`config.mk`:
```
export PLATFORM = sky130hd
export DESIGN_NAME = parity_rx
export DESIGN_NICKNAME = d
export VERILOG_FILES = /design/src/rtl/parity_rx.sv
export SDC_FILE = /design/constraint.sdc
export NUM_CORES = 1
export LEC_CHECK = 0
export BUFFER_PORTS_ARGS = -buffer_cell sky130_fd_sc_hd__buf_4
export CAP_MARGIN = 20
export CORE_ASPECT_RATIO = 1.2
export CORE_MARGIN = 2
export CORE_UTILIZATION = 57
export DETAILED_ROUTE_END_ITERATION = 8
export HOLD_SLACK_MARGIN = 0.08
export PLACE_DENSITY = 0.81
export SYNTH_ARGS = -nofsm -noshare
export SYNTH_HDL_FRONTEND = slang
export SYNTH_SLANG_ARGS = --single-unit
```
`constraint.sdc`:
```
create_clock -name clk -period 3 [get_ports clk]
set_clock_uncertainty 0.05 [all_clocks]
set_input_delay 0.75 -clock clk [delete_from_list [all_inputs] [get_ports clk]]
set_output_delay 0.75 -clock clk [all_outputs]
set_load 0.01 [all_outputs]
```
`src/rtl/parity_rx.sv`:
```
// rtl/parity_rx.sv - serial nibble receiver with even-parity check and single-entry holding register
module parity_rx (
    input  logic       clk,
    input  logic       reset,
    input  logic       sample_en,
    input  logic       sin,
    input  logic       rdy,
    output logic [3:0] data,
    output logic       valid,
    output logic       perr,
    output logic       ferr,
    output logic       overrun,
    output logic [7:0] err_cnt,
    output logic       busy
);

    typedef enum logic [1:0] {
        IDLE   = 2'd0,
        DATA   = 2'd1,
        PARITY = 2'd2,
        STOP   = 2'd3
    } state_t;

    state_t     state;
    state_t     state_next;
    logic [1:0] bit_idx;
    logic [3:0] shreg;
    logic       par_bad;
    logic       stop_strobe;
    logic       hold_free;
    logic       frame_err;

    always_comb begin
        state_next = state;
        case (state)
            IDLE:    if (sample_en && !sin) state_next = DATA;
            DATA:    if (sample_en && bit_idx == 2'd3) state_next = PARITY;
            PARITY:  if (sample_en) state_next = STOP;
            STOP:    if (sample_en) state_next = IDLE;
            default: state_next = IDLE;
        endcase
    end

    always_ff @(posedge clk) begin
        if (reset) begin
            state <= IDLE;
        end else begin
            state <= state_next;
        end
    end

    assign stop_strobe = (state == STOP) && sample_en;
    // A consumer taking the held frame this cycle frees the slot for a same-cycle load.
    assign hold_free   = !valid || rdy;
    assign frame_err   = par_bad | ~sin;
    assign busy        = (state != IDLE);

    always_ff @(posedge clk) begin
        if (reset) begin
            bit_idx <= 2'd0;
            shreg   <= 4'd0;
            par_bad <= 1'b0;
            data    <= 4'd0;
            valid   <= 1'b0;
            perr    <= 1'b0;
            ferr    <= 1'b0;
            overrun <= 1'b0;
            err_cnt <= 8'd0;
        end else begin
            if (sample_en) begin
                case (state)
                    IDLE: begin
                        bit_idx <= 2'd0;
                    end
                    DATA: begin
                        // LSB arrives first, so shift in from the top.
                        shreg   <= {sin, shreg[3:1]};
                        bit_idx <= bit_idx + 2'd1;
                    end
                    PARITY: begin
                        par_bad <= sin ^ (^shreg);
                    end
                    default: begin
                    end
                endcase
            end

            if (stop_strobe && hold_free) begin
                data  <= shreg;
                perr  <= par_bad;
                ferr  <= ~sin;
                valid <= 1'b1;
                if (frame_err && err_cnt != 8'hff) begin
                    err_cnt <= err_cnt + 8'd1;
                end
            end else begin
                if (stop_strobe) begin
                    overrun <= 1'b1;
                end
                if (valid && rdy) begin
                    valid <= 1'b0;
                end
            end
        end
    end

endmodule
```
==> flow_metrics.env <==
export IMPL_status="finished, final reports clean"
export IMPL_ys_flop_type="dfxtp_1"
export IMPL_cts_tree="yes"
export IMPL_die_height_um=54.2
export IMPL_hold_violations=0
export IMPL_grt_overflow=0
export IMPL_grt_util_all_layers_pct=20.8
export IMPL_netlist_instances=136
export IMPL_mappedNetlistArea_mm2=0.00120
export IMPL_clk_transition_reported_paths_ns=0.12
export IMPL_cts_hold_buf=0
export IMPL_die_width_um=45.8
export IMPL_critPathMaxFanout=4
export IMPL_tightest_slew_ns=0.443
export IMPL_die_area_mm2=0.00248
export IMPL_synth_largest_area_cell="dfxtp_1"
export IMPL_synth_edf_count=0
export IMPL_min_path_type="register to register"
export IMPL_nets=169
export IMPL_crit_arrival_ns=1.22
export IMPL_area_delta_synth_final_pct=15.3
export IMPL_cellLeakagePower_nw=0.558
export IMPL_p_per_area_mw_per_mm2=505
export IMPL_coreArea_mm2=0.00203
export IMPL_ys_seq_area_share_pct=41.8
export IMPL_hpwlAfterDp_um=1780
export IMPL_stdcell_count=176
export IMPL_ios=22
export IMPL_ctsResizeCount=0
export IMPL_tns_ns=0
export IMPL_viasPerCell=5.80
export IMPL_final_layout_size_suffix_gt1_share_pct=18.6
export IMPL_drtIter0Drc=10
export IMPL_fill_cells=190
export IMPL_fin_crit_ns=2.02
export IMPL_syn_nets=148
export IMPL_clock_sinks=25
export IMPL_worstSkewPairLatency_ns=0.31
export IMPL_cp_required_ns=2.20
export IMPL_htree_levels=1
export IMPL_ys_types=32
export IMPL_postCtsSetupBuffers=0
export IMPL_gp_congestion=0.772
export IMPL_cts_root_buffer="clkbuf_4"
export IMPL_avgSynthCellArea_um2=8.80
export IMPL_drv_slew=0
export IMPL_ys_ff_latch=25
export IMPL_clockBufferDepth=2
export IMPL_grt_pass1_vias=925
export IMPL_ff2ff_setup_slack_ns=1.32
export IMPL_setup_viol=0
export IMPL_rows=18
export IMPL_dr_pass1_iters=4
export IMPL_ys_top_cells_by_area="dfxtp_1 (42%), ha_1 (7.3%), a21oi_1 (7.1%)"
export IMPL_wire_per_inst_um=13.1
export IMPL_post_route_drc_count=0
export IMPL_crit_path_start_kind="register"
export IMPL_ant_nets=0
export IMPL_synth_common_cells="dfxtp_1 (25), a21oi_1 (17), nor2_1 (14)"
export IMPL_max_clock_freq_mhz=494
export IMPL_rsz0062_at_grt="no"
export IMPL_dp_cells=172
export IMPL_grt_max_degree=26
export IMPL_synth_most_common_cell="dfxtp_1"
export IMPL_finalPower_uw=697
export IMPL_slew_limit_headroom_pct=70.3
export IMPL_path_class="register to primary output"
export IMPL_async_flop_share_pct=0
export IMPL_stdcell_area_mm2=0.00138
export IMPL_start_util_pct=59.0
export IMPL_yosysWarnings=0
export IMPL_cap_violations=0
export IMPL_fin_crit_sh_pct=67.4
export IMPL_antenna_found_initial=0
export IMPL_cts_buffers=3
export IMPL_dr_total_vias=1020
export IMPL_diodes=0
export IMPL_synth_top_cell_area_share_pct=41.8
export IMPL_vdd_drop_max_v=0.000329
export IMPL_seqCellArea_um2=500
export IMPL_port_buffers=21
export IMPL_critPathCaptureType="primary output"
export IMPL_routed_wirelength_um=2310
export IMPL_multi_input_area_um2=651
export IMPL_placed_cell_area_mm2=0.00135
export IMPL_grt_first_pass_wirelength_um=3700
-- cell families (layout without fill, tap and decap cells) --
group	after synthesis	after routing	share of synthesized area, %
and+or+nand+nor	55	55	23.4
AOI/OAI and AO/OA	30	30	15.3
DFF	25	25	41.8
buffers and inverters	10	30	3.77
adders and majority gates	7	7	7.32
muxes	6	6	5.02
xor gates and xnor gates	3	3	3.35
-- metal layers --
metal | up-vias | global-route usage [%] | share of wire, %
met5 | - | 0 | 0
met4 | 0 | 9.52 | 1.1
met3 | 4 | 4.03 | 3.4
met2 | 20 | 39.2 | 54
met1 | 476 | 21.5 | 41
li1 | 520 | - | -
-- report_power, final --
part	leakage, nW	switching, mW	total, mW	internal [mW]
Combinational	0.342	0.104	0.186	0.0822
Clock	0.0150	0.0913	0.143	0.0519
Sequential	0.202	0.0168	0.368	0.351
-- cell type report --
class	instances	share of cell area, %
multi-input combinational	101	47.2
inverter	5	1.36
tap	20	1.81
sequential	25	36.3
timing repair buffer	21	11.4
clock buffer	4	1.91
-- through the flow --
stage / util (%) / setup WS, ns / hold WS (ns)
6_report: 68.0 / 0.977 / 0.429
5_1_grt: 68.0 / 0.870 / 0.460
4_1_cts: 68.0 / 0.955 / 0.433
3_5_place_dp: 66.7 / 0.999 / 0.416
3_3_place_gp: 66.7 / 1.06 / 0.408
2_1_floorplan: - / 1.23 / 0.389
-- worst max-delay path, stage by stage (launching register included) --
cell and delay (ns):
dfxtp_1 0.39, inv_1 0.10, ha_1 0.25, inv_1 0.07, buf_4 0.11
-- sequential cells by signal (all words and copies together) (netlist names), 2 cells and up --
| register | count |
|---|---|
| bit_idx | 2 |
| data | 4 |
| err_cnt | 8 |
| shreg | 4 |
| state | 2 |
-- cell usage in the layout (no fill, tap or decap), drive strengths merged, types with 2 or more instances in the layout --
cell | synthesis | routed
a21oi | 17 | 17
and2 | 2 | 2
buf | 1 | 21
clkbuf | 4 | 4
dfxtp | 25 | 25
ha | 7 | 7
inv | 5 | 5
mux2i | 6 | 6
nand2 | 13 | 13
nand2b | 2 | 2
nand3 | 10 | 10
nand4 | 2 | 2
nor2 | 14 | 14
nor3 | 3 | 3
o21ai | 3 | 3
o31ai | 3 | 3
o41ai | 2 | 2
or3 | 2 | 2
or4 | 4 | 4
-- path summary, 6_finish.rpt --
check | from | end | cells after the start
worst max-delay path | state[0] | busy | 4
worst min register to register | par_bad | par_bad | 2
worst min-delay path | par_bad | par_bad | 2
worst max register to register | state[1] | err_cnt[3] | 5
Note: power is estimated with default switching activity, not from simulation.
